**src/rtl/construtor_caminho.sv**
```systemverilog
// Path-construction engine: walks the predecessor memory from destino back to
// fonte, stacking each node, then streams the path fonte-first over valid/ready.
module construtor_caminho #(
  parameter int ADDR_WIDTH  = 10,
  parameter int MAX_CAMINHO = 64,
  parameter int RD_LATENCY  = 1,
  parameter int LEN_WIDTH   = $clog2(MAX_CAMINHO + 1)
) (
  input  logic                  clk,
  input  logic                  rst_n,
  input  logic                  construir_in,
  input  logic [ADDR_WIDTH-1:0] fonte_in,
  input  logic [ADDR_WIDTH-1:0] destino_in,
  output logic                  mem_rd_en_out,
  output logic [ADDR_WIDTH-1:0] mem_rd_addr_out,
  input  logic [ADDR_WIDTH-1:0] mem_rd_data_in,
  output logic                  caminho_valid_out,
  output logic [ADDR_WIDTH-1:0] caminho_data_out,
  output logic                  caminho_ultimo_out,
  input  logic                  caminho_ready_in,
  output logic                  caminho_pronto_out,
  output logic                  erro_out,
  output logic                  ocupado_out,
  output logic [LEN_WIDTH-1:0]  comprimento_out,
  output logic [1:0]            estado_out
);

  // Handshake: a path word transfers on any rising clk edge where
  // caminho_valid_out && caminho_ready_in; while ready is low the word,
  // ultimo and valid stay unchanged, and valid never drops before transfer.

  typedef enum logic [1:0] {
    IDLE   = 2'd0,
    LER    = 2'd1,
    ESPERA = 2'd2,
    ENVIA  = 2'd3
  } estado_t;

  localparam int CNT_WIDTH = (RD_LATENCY > 1) ? $clog2(RD_LATENCY) : 1;
  localparam int IDX_WIDTH = $clog2(MAX_CAMINHO);
  localparam logic [CNT_WIDTH-1:0] CNT_INICIAL = CNT_WIDTH'(RD_LATENCY - 1);
  localparam logic [LEN_WIDTH-1:0] SP_MAX      = LEN_WIDTH'(MAX_CAMINHO);
  localparam logic [LEN_WIDTH-1:0] SP_UM       = LEN_WIDTH'(1);
  localparam logic [LEN_WIDTH-1:0] SP_DOIS     = LEN_WIDTH'(2);

  estado_t               r_estado;
  logic [LEN_WIDTH-1:0]  r_sp;
  logic [LEN_WIDTH-1:0]  r_comp;
  logic [ADDR_WIDTH-1:0] r_cur;
  logic [ADDR_WIDTH-1:0] r_fonte;
  logic [CNT_WIDTH-1:0]  r_cnt;
  logic                  r_rd_en;
  logic                  r_valid;
  logic [ADDR_WIDTH-1:0] r_dado;
  logic                  r_ultimo;
  logic                  r_pronto;
  logic                  r_erro;

  // Stack storage carries no reset: entries above sp are never read.
  logic [ADDR_WIDTH-1:0] r_pilha [MAX_CAMINHO];

  logic                  w_amostra;
  logic                  w_push;
  logic [IDX_WIDTH-1:0]  w_push_idx;
  logic [ADDR_WIDTH-1:0] w_push_dado;
  logic [IDX_WIDTH-1:0]  w_prox_idx;
  logic [ADDR_WIDTH-1:0] w_prox_dado;

  always_comb begin
    w_amostra   = (r_estado == ESPERA) && (r_cnt == '0);
    w_push      = ((r_estado == IDLE) && construir_in) ||
                  (w_amostra && (r_sp != SP_MAX));
    w_push_idx  = (r_estado == IDLE) ? '0 : IDX_WIDTH'(r_sp);
    w_push_dado = (r_estado == IDLE) ? destino_in : mem_rd_data_in;
    // Word below the one currently presented; only used while sp >= 2.
    w_prox_idx  = IDX_WIDTH'(r_sp - SP_DOIS);
    w_prox_dado = r_pilha[w_prox_idx];
  end

  always_ff @(posedge clk) begin
    if (w_push) begin
      r_pilha[w_push_idx] <= w_push_dado;
    end
  end

  always_ff @(posedge clk or negedge rst_n) begin
    if (!rst_n) begin
      r_estado <= IDLE;
      r_sp     <= '0;
      r_comp   <= '0;
      r_cur    <= '0;
      r_fonte  <= '0;
      r_cnt    <= '0;
      r_rd_en  <= 1'b0;
      r_valid  <= 1'b0;
      r_dado   <= '0;
      r_ultimo <= 1'b0;
      r_pronto <= 1'b0;
      r_erro   <= 1'b0;
    end else begin
      r_rd_en  <= 1'b0;
      r_pronto <= 1'b0;
      r_erro   <= 1'b0;
      case (r_estado)
        IDLE: begin
          if (construir_in) begin
            r_fonte <= fonte_in;
            r_cur   <= destino_in;
            r_sp    <= SP_UM;
            r_comp  <= SP_UM;
            if (destino_in == fonte_in) begin
              r_estado <= ENVIA;
              r_valid  <= 1'b1;
              r_dado   <= destino_in;
              r_ultimo <= 1'b1;
            end else begin
              r_estado <= LER;
              r_rd_en  <= 1'b1;
            end
          end
        end
        LER: begin
          r_cnt    <= CNT_INICIAL;
          r_estado <= ESPERA;
        end
        ESPERA: begin
          if (r_cnt != '0) begin
            r_cnt <= r_cnt - CNT_WIDTH'(1);
          end else if (r_sp == SP_MAX) begin
            // Another node would not fit: loop or unreachable fonte.
            r_erro   <= 1'b1;
            r_sp     <= '0;
            r_estado <= IDLE;
          end else begin
            r_sp   <= r_sp + SP_UM;
            r_comp <= r_comp + SP_UM;
            r_cur  <= mem_rd_data_in;
            if (mem_rd_data_in == r_fonte) begin
              r_estado <= ENVIA;
              r_valid  <= 1'b1;
              r_dado   <= mem_rd_data_in;
              r_ultimo <= 1'b0;
            end else begin
              r_estado <= LER;
              r_rd_en  <= 1'b1;
            end
          end
        end
        ENVIA: begin
          if (caminho_ready_in) begin
            if (r_sp == SP_UM) begin
              r_valid  <= 1'b0;
              r_dado   <= '0;
              r_ultimo <= 1'b0;
              r_pronto <= 1'b1;
              r_sp     <= '0;
              r_estado <= IDLE;
            end else begin
              r_sp     <= r_sp - SP_UM;
              r_dado   <= w_prox_dado;
              r_ultimo <= (r_sp == SP_DOIS);
            end
          end
        end
        default: r_estado <= IDLE;
      endcase
    end
  end

  assign mem_rd_en_out      = r_rd_en;
  assign mem_rd_addr_out    = r_rd_en ? r_cur : '0;
  assign caminho_valid_out  = r_valid;
  assign caminho_data_out   = r_dado;
  assign caminho_ultimo_out = r_ultimo;
  assign caminho_pronto_out = r_pronto;
  assign erro_out           = r_erro;
  assign ocupado_out        = (r_estado != IDLE);
  assign comprimento_out    = r_comp;
  assign estado_out         = r_estado;

  a_sp_limite : assert property (@(posedge clk) disable iff (!rst_n)
    r_sp <= SP_MAX);
  a_leitura_em_ler : assert property (@(posedge clk) disable iff (!rst_n)
    r_rd_en |-> (r_estado == LER));
  a_envia_nao_vazio : assert property (@(posedge clk) disable iff (!rst_n)
    (r_estado == ENVIA) |-> (r_sp != '0) && r_valid);

endmodule
```
**config.mk**
```make
export PLATFORM = sky130hd
export DESIGN_NAME = construtor_caminho
export DESIGN_NICKNAME = d
export VERILOG_FILES = /design/src/rtl/construtor_caminho.sv
export SDC_FILE = /design/constraint.sdc
export NUM_CORES = 1
export LEC_CHECK = 0
export ABC_AREA = 1
export CELL_PAD_IN_SITES_DETAIL_PLACEMENT = 1
export CELL_PAD_IN_SITES_GLOBAL_PLACEMENT = 1
export CORE_MARGIN = 5
export CORE_UTILIZATION = 53
export CTS_CLUSTER_SIZE = 14
export DETAILED_ROUTE_END_ITERATION = 6
export PLACE_DENSITY = 0.83
export SYNTH_ARGS = -nofsm -noshare
export SYNTH_HDL_FRONTEND = slang
export SYNTH_SLANG_ARGS = --single-unit
```
**constraint.sdc**
```tcl
create_clock -name clk -period 8.2 [get_ports clk]
set_input_delay 2.46 -clock clk [delete_from_list [all_inputs] [get_ports clk]]
set_output_delay 2.46 -clock clk [all_outputs]
set_load 0.05 [all_outputs]
```
# --- Yosys cells after proc, flatten, opt, wreduce, memory -nomap -nowiden ---
# Memories as Yosys holds them, arrays and structs flattened.
# Index checks and enable logic that the tools add are counted.
word_totals:
  rom_bits: 0
  wordCells: 112
  out_inout_bits: 35
  latchBits: 0
  n_memories: 1
  ram_bits: 640
  regBits: 52
  input_bits: 34
op_classes:
  shift: 0
  muxes: 62
  mul: 0
  add_sub_neg: 5
  bitwise_logic: 1
  eq_ne: 16
  div_mod_pow: 0
  magnitude_cmp: 0
  n_reduce_logical: 15
mem_list:
  columns: ["name", "depth", "word_bits", "read_ports", "rd_ports_with_merged_regs", "write_ports", "line_no", "rtl"]
  rows:
  - ["r_pilha", 64, 10, 1, 0, 1, "60", "logic [ADDR_WIDTH-1:0] r_pilha [MAX_CAMINHO];"]
ops:
  columns: ["cell", "n"]
  rows:
  - ["10-bit 2-to-1 mux", 12]
  - ["7-bit 2-to-1 mux", 7]
  - ["10-bit case mux with 3 select lines", 1]
  - ["1-bit 2-to-1 mux", 26]
  - ["7-bit case mux with 3 select lines", 1]
  - ["10-bit == test", 2]
  - ["10-bit case mux with 2 select lines", 1]
  - ["7-bit by 1-bit adder with 7-bit output, second input constant", 2]
  - ["2-bit 2-to-1 mux", 7]
  - ["7-bit case mux with 2 select lines", 1]
  - ["4-bit AND reduction", 3]
  - ["2-bit != test, second input constant", 5]
  - ["2-bit case mux with 4 select lines", 1]
  - ["8-bit AND reduction", 1]
  - ["7-bit by 1-bit == test with 1-bit output, second input constant", 1]
  - ["7-bit by 2-bit == test with 1-bit output, second input constant", 1]
  - ["7-bit == test, second input constant", 1]
  - ["7-bit != test, second input constant", 1]
  - ["7-bit AND reduction", 1]
  - ["7-bit by 1-bit subtractor with 7-bit output, second input constant", 1]
  - ["6-bit 2-to-1 mux", 1]
  - ["1-bit case mux with 3 select lines", 2]
  - ["2-bit nonzero test", 3]
  - ["6-bit by 2-bit subtractor with 6-bit output, second input constant", 1]
  - ["11 further kinds", 16]

# --- Logic depth before layout (Yosys ltp) ---
# Gate-level depths: netlist of the first run.
depth:
  depth_word: 6
  depth_mapped: 16
  ltp_nobuf: 13

# --- Worst setup path after synthesis of the first run ---
# OpenSTA, ideal clock, no wires.
synth_path:
  kind: "input -> register"
  startpoint: "input destino_in[4]"
  endpoint: "memory r_pilha[0][4], data pin"
  setup_ns: 0.703
  required_ns: 7.497
  setup_slack_ns: 2.450
  arrival_time_ns: 5.047
  path_buffers: 0
  cell_stages: 2
  cell_sequence: "inv_1 > o21ai_0"
synth_via:
  elab_chain_len: 1
synth_lines:
  columns: ["item", "line_no", "rtl"]
  rows:
  - ["from (decl)", "13", "input logic [ADDR_WIDTH-1:0] destino_in,"]
  - ["10-bit 2-to-1 mux", "74", "w_push_dado = (r_estado == IDLE) ? destino_in : mem_rd_data_in;"]
  - ["via w_push_dado[4]", "65", "logic [ADDR_WIDTH-1:0] w_push_dado;"]
  - ["to (decl)", "60", null]
# The timed path passes the listed nets, and every way through them passes these cells.

# --- Worst setup path after layout of the first run ---
layout_path:
  startpoint: "input construir_in"
  endpoint: "memory r_pilha[25][2], enable pin"
layout_via:
  elab_chain_len: 4
layout_lines:
  columns: ["item", "line_no", "rtl"]
  rows:
  - ["from (decl)", "11", "input logic construir_in,"]
  - ["1-bit logical AND", "71", "w_push = ((r_estado == IDLE) && construir_in) ||"]
  - ["1-bit logical OR", "71", null]
  - ["1-bit 2-to-1 mux", "81", "if (w_push) begin"]
  - ["1-bit 2-to-1 mux (implied by the code)", "82", "r_pilha[w_push_idx] <= w_push_dado;"]
# Every way passes these cells.

==> flow_summary.yaml, run 1 <==
power:
  leakage_nw: 13.5
  clkPwrFrac: 0.228
  power_mw: 14.0
  p_sw_mw: 6.28
  pwr-share-seq: 0.336
  ir_drop_mv: 0.310
  power.internal_mw: 7.74
  p_per_area_mw_per_mm2: 415
  swShare: 0.448
  combPwrFrac: 0.436
placement:
  pre_cts_slack_ns: 1.66
  dp_hpwl_mm: 57.5
  gp_congestion: 0.914
  portBuffers: 68
floorplanning:
  core_mm2: 0.0566
  die_w_um: 249
  design.die.area_mm2: 0.0622
  start_util: 0.537
  ios: 69
  rows: 87
  die_h_um: 249
sta:
  min_period_over_period: 0.731
  fin_crit_ns: 5.99
  fin_skew_ns: 0.0411
  relSlewSlack: 0.110
  worst_pin_slew_ns: 1.32
  rsz0062_at_grt: "false"
  fmax_mhz: 167
  setup_ws_ns: 2.21
  setup_viol: 0
  finalHoldViolCount: 0
  final-max-slew-violation-count: 0
  tns_ns: 0
grt:
  track_usage: 0.305
  grt_pass1_vias: 23700
  grt_pass1_wl_mm: 145
  grt_start_max_net_pins: 192
  grt-ovfl-total: 0
  antenna_found_initial: 2
synthesis:
  syn_area_per_cell_um2: 10.2
  ys_ff_latch: 691
  yosysSeqAreaShare: 0.675
  synth_area_leaders: "edfxtp_1 63%, nand2_1 12%, nand3_1 6.8%"
  synthCells: 2970
  synth_largest_area_cell: "edfxtp_1"
  yosys.area.top_type_share: 0.633
  synth_cell_type_count: 37
  syn-cell-area_mm2: 0.0304
  synth_fp_nets: 3013
  ys_warn_count: 0
layout:
  layout_common_cells: "980 x nand2_1, 640 x edfxtp_1, 412 x nand3_1, 284 x inv_1, 230 x nor2_1"
  drive_above_1_share: 0.0599
  n_fill_cell: 6065
  diodes: 0
  nNetsFinal: 3033
  layout_commonest_cell: "nand2_1"
  syn2layout_area_growth_pct: 11.3
clock_network:
  cts_resized: 0
  root_buffer: "clkbuf_16"
  postCtsHoldBufs: 0
  cts_setup_buffers: 0
  cts_buffers: 73
  insertion_delay_ns: 0.63
  h-tree-depth: 3
  cts_max_path_buffers: 3
  cts.clk_slew.worst_paths_ns: 0.06
  cts_tree: "built"
  cts_num_sinks: 691
detailed_routing:
  final_antenna_net_count: 0
  drt_pass1_iterations: 5
  vias_per_cell: 5.93
  drt_iter0_markers: 2485
  dr_total_vias: 22500
  route.detailed.drc: 0
  wl_mm: 96.3
  wl_per_cell_um: 25.4
setup_path:
  path_cells: "clkdlybuf4s50_1 > inv_1 > nor2_1 > inv_1 > nand2_2 > buf_4 > nand3_2 > nor2_1"
  cp_slowest_stage_delay_ns: 0.86
  cp.arrival_ns: 6.21
  endpoint_kind: "flop"
  crit_required_ns: 8.42
  cp_num_buf_inv: 4
  critPathLaunchType: "input port"
  rrSetupSlack_ns: 3.13
  critPathKind: "in2reg"
  cpLargestDelayFamily: "simple AND/OR/NAND/NOR gates"
  cp_max_fo: 33
  crit_slowest_cell: "nor2_1"
flow_run:
  cap_violations: 0
worst_hold_path:
  hp-class: "reg2reg"
run_status:
  status: "finished, final reports clean"
==> cell families after synthesis <==
group,count (synthesis),share of synthesized area
AND/OR/NAND/NOR,1658,0.226
AO/OA/AOI/OAI,147,0.0265
buffers and inverters,446,0.0639
adder cells (fa/ha/maj),9,0.00371
flip-flops,691,0.675
XOR/XNOR,19,0.00548
==> layout make-up <==
| cell class | count | area [µm²] | area share |
|---|---|---|---|
| clock inverter | 35 | 304 | 0.00900 |
| multi-input combinational | 1833 | 8070 | 0.239 |
| tap | 756 | 946 | 0.0280 |
| clock buffer | 90 | 1940 | 0.0575 |
| sequential | 691 | 20500 | 0.607 |
| timing repair buffer | 100 | 928 | 0.0275 |
| inverter | 291 | 1100 | 0.0326 |
==> sequential cells by signal (all words and copies together), names as in the netlist <==
register            count
r_fonte                10
erro_out                1
caminho_pronto_out      1
caminho_data_out       10
comprimento_out         7
r_pilha               640
caminho_valid_out       1
estado_out              2
mem_rd_en_out           1
r_cur                  10
caminho_ultimo_out      1
r_sp                    7
==> Yosys cell counts (all sizes together) <==
master	instances
nor4	1
xnor2	4
a31oi	10
clkbuf	56
o21ai	105
xor2	15
inv	290
a21oi	21
clkinv	1
a41oi	1
o22ai	7
a22oi	1
nand2	983
nor2	236
nand3	415
nor3	13
o21a	2
nand3b	1
buf	99
nand4	6
edfxtp	640
dfrtp	51
or2	3
ha	9
==> worst reg2reg max path: cells and delay by family, from the launching register on <==
| kind | cells | cell delay [ns] |
|---|---|---|
| DFF | 1 | 0.62 |
| and+or+nand+nor | 5 | 2.59 |
| buffers and inverters | 4 | 1.46 |
==> per-layer routing <==
metal / global-route usage / vias up / share of wire
met5: 0 / - / 0.00021
met4: 0.140 / 2 / 0.048
met3: 0.0566 / 276 / 0.080
met2: 0.511 / 1143 / 0.49
met1: 0.389 / 11200 / 0.38
li1: - / 9855 / -
==> power by group through the flow <==
stage	registers (mW)	logic (mW)	clock network, mW
6_report	4.71	6.11	3.20
3_5_place_dp	4.77	5.89	0
2_1_floorplan	4.85	3.58	0
5_1_grt	4.72	6.48	3.39
3_3_place_gp	4.76	5.66	0
4_1_cts	4.70	5.99	3.22
==> metrics by stage <==
step | cells | instance area [µm²] | hold WS, ns | util
global placement | 3671 | 31600 | 0.479 | 0.557
CTS | 3796 | 33800 | 0.510 | 0.597
floorplan | 2970 | 30400 | 0.461 | -
finish | 3796 | 33800 | 0.507 | 0.597
global route | 3796 | 33800 | 0.553 | 0.597
detailed placement | 3671 | 31600 | 0.483 | 0.557
==> final timing paths <==
check | from | to | depth (start not counted)
min in group asynchronous | rst_n | r_fonte[1]$_DFFE_PN0P_ | 2
worst max-delay path | construir_in | r_pilha[25][2]$_DFFE_PP_ | 8
worst min register to register | r_fonte[7]$_DFFE_PN0P_ | r_fonte[7]$_DFFE_PN0P_ | 2
max in group asynchronous | rst_n | r_sp[0]$_DFFE_PN0P_ | 2
worst min-delay path | r_fonte[7]$_DFFE_PN0P_ | r_fonte[7]$_DFFE_PN0P_ | 2
worst max register to register | estado_out[1]$_DFFE_PN0P_ | r_pilha[25][2]$_DFFE_PP_ | 9
(Power assumes the default switching activity.)
==> run 2: changes to the inputs <==
--- a/config.mk
+++ b/config.mk
@@ -9,10 +9,10 @@
 export CELL_PAD_IN_SITES_DETAIL_PLACEMENT = 1
 export CELL_PAD_IN_SITES_GLOBAL_PLACEMENT = 1
 export CORE_MARGIN = 5
-export CORE_UTILIZATION = 53
+export CORE_UTILIZATION = 50
 export CTS_CLUSTER_SIZE = 14
 export DETAILED_ROUTE_END_ITERATION = 6
-export PLACE_DENSITY = 0.83
+export PLACE_DENSITY = 0.79
 export SYNTH_ARGS = -nofsm -noshare
 export SYNTH_HDL_FRONTEND = slang
 export SYNTH_SLANG_ARGS = --single-unit
==> constraint.sdc (replaced) <==
create_clock -name clk -period 6.1 [get_ports clk]
set_input_delay 1.83 -clock clk [delete_from_list [all_inputs] [get_ports clk]]
set_output_delay 1.83 -clock clk [all_outputs]
set_load 0.05 [all_outputs]
==> flow_summary.yaml, run 2 (synthesis results as in run 1) <==
run_status:
  status: "finished, final reports clean"
setup_path:
  critPathLaunchType: "flop"
  cp_num_buf_inv: 2
  path_cells: "nor2_2 > inv_2 > clkdlybuf4s50_1"
  cpLargestDelayFamily: "buffers and inverters"
  cp.arrival_ns: 3.31
  crit_slowest_cell: "clkdlybuf4s50_1"
  crit_required_ns: 4.27
  cp_slowest_stage_delay_ns: 0.84
  endpoint_kind: "output pin"
  cp_max_fo: 18
  critPathKind: "reg2out"
sta:
  tns_ns: 0
  holdWs_ns: 0.510
  rsz0062_at_grt: "false"
  relSlewSlack: 0.175
  setup_ws_ns: 0.961
  setup_viol: 0
  fin_crit_ns: 5.14
  fmax_mhz: 195
  finalHoldViolCount: 0
  final-max-slew-violation-count: 0
  min_period_over_period: 0.842
  worst_pin_slew_ns: 1.23
  fin_skew_ns: 0.0204
layout:
  instances_no_fill: 3834
  largest_reg_flops: 640
  drive_above_1_share: 0.0639
  regMostFlops: "r_pilha"
  stdcell_area_mm2: 0.0340
  final_util: 0.565
  diodes: 0
  n_fill_cell: 6408
  layout_common_cells: "980 x nand2_1, 640 x edfxtp_1, 412 x nand3_1, 284 x inv_1, 230 x nor2_1"
  syn2layout_area_growth_pct: 12.1
  layout_commonest_cell: "nand2_1"
  nNetsFinal: 3038
floorplanning:
  die_h_um: 256
  die_w_um: 256
  core_mm2: 0.0602
  ios: 69
  design.die.area_mm2: 0.0658
  rows: 90
  start_util: 0.504
detailed_routing:
  dr_total_vias: 21900
  wl_per_cell_um: 23.8
  wl_mm: 91.1
  drt_iter0_markers: 1922
  route.detailed.drc: 0
  vias_per_cell: 5.72
  final_antenna_net_count: 0
  drt_pass1_iterations: 5
grt:
  grt_pass1_wl_mm: 138
  grt-ovfl-total: 0
  grt_pass1_vias: 23000
  grt_start_max_net_pins: 208
  track_usage: 0.272
  antenna_found_initial: 0
clock_network:
  cts_resized: 0
  h-tree-depth: 3
  cts_buffers: 72
  cts_num_sinks: 691
  cts_tree: "built"
  insertion_delay_ns: 0.61
  cts.clk_slew.worst_paths_ns: 0.06
  cts_max_path_buffers: 3
  cts_setup_buffers: 0
  root_buffer: "clkbuf_16"
  postCtsHoldBufs: 0
worst_hold_path:
  hp-class: "reg2reg"
placement:
  portBuffers: 68
  dp_hpwl_mm: 55.1
  gp_congestion: 0.878
  placed_area_mm2: 0.0317
  pre_cts_slack_ns: 0.722
  dp_cells: 3703
power:
  p_per_area_mw_per_mm2: 552
  power_mw: 18.8
  ir_drop_mv: 0.494
  leakage_nw: 13.6
flow_run:
  cap_violations: 0
[run 2: changes by cell type in the layout (fill, tap and decap cells not counted), moves of 2 or more]
cell      change
clkbuf_8      +5
clkinv_1      -3
clkbuf_1      +2
inv_6         -2
buf_12        +5
clkinv_4      +2
[run 2: power breakdown]
group / internal [mW] / switching [mW] / leakage, nW
clock network: 2.57 / 1.85 / 1.15
logic: 1.94 / 6.20 / 6.04
registers: 6.03 / 0.228 / 6.39
[run 2: layout make-up]
cell class,count,area (µm²),area share
clock buffers,98,2040,0.0600
clock inverters,33,309,0.00908
inverters,291,1100,0.0324
multi-input cells,1833,8070,0.237
flip-flops and latches,691,20500,0.602
well taps,782,978,0.0287
repair buffers,106,1040,0.0304
[run 2: metal layers]
metal,up-vias,global-route usage,share of wire
met4,0,0.0978,0.036
met2,824,0.477,0.50
met5,-,0,0
met3,188,0.0396,0.066
met1,11000,0.348,0.39
li1,9875,-,-
[run 2: final timing paths]
check / startpoint / to / slack [ns] / cells after the start
min in group asynchronous: rst_n / comprimento_out[1]$_DFFE_PN0P_ / 1.34 / 2
max in group asynchronous: rst_n / r_sp[1]$_DFFE_PN0P_ / 4.20 / 2
worst max register to register: estado_out[1]$_DFFE_PN0P_ / r_pilha[55][9]$_DFFE_PP_ / 1.11 / 8
worst min register to register: r_fonte[4]$_DFFE_PN0P_ / r_fonte[4]$_DFFE_PN0P_ / 0.51 / 2
worst max-delay path: estado_out[1]$_DFFE_PN0P_ / ocupado_out / 0.96 / 3
worst min-delay path: r_fonte[4]$_DFFE_PN0P_ / r_fonte[4]$_DFFE_PN0P_ / 0.51 / 2
[run 2: worst reg2reg max path: stages (launching register included)]
cell and delay (ns):
dfrtp_1 0.58, nor2_2 0.79, inv_2 0.48, nor2_1 0.23, buf_4 0.20, inv_1 0.23, nand2_2 0.38, nand3_1 0.71
nor2_1 1.01
==> run 3: changes to the inputs <==
==> constraint.sdc (replaced) <==
create_clock -name clk -period 5.3 [get_ports clk]
set_input_delay 1.59 -clock clk [delete_from_list [all_inputs] [get_ports clk]]
set_output_delay 1.59 -clock clk [all_outputs]
set_load 0.05 [all_outputs]
==> flow_summary.yaml, run 3 (synthesis results as in run 1) <==
clock_network:
  cts_buffers: 73
  insertion_delay_ns: 0.62
  root_buffer: "clkbuf_16"
  cts_max_path_buffers: 3
  cts_tree: "built"
  cts_num_sinks: 691
  postCtsHoldBufs: 0
  cts_setup_buffers: 0
  cts_resized: 0
  h-tree-depth: 3
  cts.clk_slew.worst_paths_ns: 0.06
grt:
  track_usage: 0.273
  grt_pass1_vias: 23300
  grt_start_max_net_pins: 223
  grt_pass1_wl_mm: 139
  antenna_found_initial: 0
  grt-ovfl-total: 0
power:
  pwr-share-seq: 0.338
  clkPwrFrac: 0.231
  power_mw: 21.5
  p_sw_mw: 9.54
  p_per_area_mw_per_mm2: 632
  combPwrFrac: 0.431
  swShare: 0.444
  power.internal_mw: 12.0
  ir_drop_mv: 0.512
  leakage_nw: 13.6
layout:
  largest_reg_flops: 640
  diodes: 0
  layout_common_cells: "980 x nand2_1, 640 x edfxtp_1, 412 x nand3_1, 284 x inv_1, 230 x nor2_1"
  regMostFlops: "r_pilha"
  nNetsFinal: 3053
  drive_above_1_share: 0.0658
  syn2layout_area_growth_pct: 12.0
  stdcell_area_mm2: 0.0340
  layout_commonest_cell: "nand2_1"
  final_util: 0.565
  n_fill_cell: 6488
sta:
  setup_ws_ns: 0.901
  tns_ns: 0
  final-max-slew-violation-count: 0
  fin_skew_ns: 0.0191
  min_period_over_period: 0.830
  relSlewSlack: 0.245
  worst_pin_slew_ns: 1.13
  fmax_mhz: 227
  setup_viol: 0
  finalHoldViolCount: 0
  fin_crit_ns: 4.40
  rsz0062_at_grt: "false"
detailed_routing:
  route.detailed.drc: 0
  wl_per_cell_um: 23.6
  final_antenna_net_count: 0
  drt_pass1_iterations: 5
  drt_iter0_markers: 2260
  wl_mm: 90.9
  dr_total_vias: 22000
  vias_per_cell: 5.70
floorplanning:
  design.die.area_mm2: 0.0658
  ios: 69
  start_util: 0.504
  rows: 90
  core_mm2: 0.0602
  die_h_um: 256
  die_w_um: 256
setup_path:
  critPathKind: "in2reg"
  critPathLaunchType: "input port"
  crit_required_ns: 5.54
  cp.arrival_ns: 4.64
  cp_max_fo: 16
  endpoint_kind: "flop"
placement:
  portBuffers: 68
  pre_cts_slack_ns: 0.333
  gp_congestion: 0.894
  dp_hpwl_mm: 53.6
  placed_area_mm2: 0.0317
worst_hold_path:
  hp-class: "reg2reg"
run_status:
  status: "finished, final reports clean"
flow_run:
  cap_violations: 0
[run 3: critical path, cell delays in order]
cell             delay [ns]
clkdlybuf4s50_1        0.46
inv_1                  0.07
nor2_1                 0.16
inv_1                  0.27
nand2_2                0.35
nand3_1                0.72
nor2_1                 1.00
[run 3: final timing paths]
check	from	end	slack [ns]	cells after the start
min in group asynchronous	rst_n	comprimento_out[0]$_DFFE_PN0P_	0.88	1
min reg2reg	r_fonte[4]$_DFFE_PN0P_	r_fonte[4]$_DFFE_PN0P_	0.50	2
max in group asynchronous	rst_n	r_sp[1]$_DFFE_PN0P_	3.51	2
min	r_fonte[4]$_DFFE_PN0P_	r_fonte[4]$_DFFE_PN0P_	0.50	2
max	construir_in	r_pilha[7][0]$_DFFE_PP_	0.90	7
max reg2reg	r_sp[0]$_DFFE_PN0P_	r_pilha[7][0]$_DFFE_PP_	0.90	7
[run 3: layout make-up]
type                            instances  area, µm²  area share
Tap cell                              782        978      0.0288
Clock inverter                         40        328     0.00963
Inverter                              291       1100      0.0324
Multi-Input combinational cell       1833       8070       0.237
Sequential cell                       691      20500       0.603
Timing Repair Buffer                  120       1090      0.0321
Clock buffer                           94       1950      0.0573
[run 3: through the flow]
stage               instances  hold WS (ns)
floorplan                2970         0.461
global placement         3717         0.477
detailed placement       3717         0.489
CTS                      3851         0.509
global route             3851         0.539
finish                   3851         0.503
[run 3: layer usage]
| metal | vias to the layer above | share of wire | global-route usage |
|---|---|---|---|
| met1 | 11100 | 0.40 | 0.356 |
| met4 | 0 | 0.036 | 0.101 |
| met2 | 813 | 0.50 | 0.472 |
| met3 | 173 | 0.064 | 0.0358 |
| li1 | 9903 | - | - |
| met5 | - | 0 | 0 |
[run 3: power groups by stage]
stage               clock network [mW]  logic (mW)  registers (mW)
finish                            4.97        9.28            7.26
global route                      5.30        9.90            7.29
floorplan                            0        5.54            7.51
detailed placement                   0        9.07            7.37
CTS                               5.03        9.20            7.26
global placement                     0        8.77            7.35
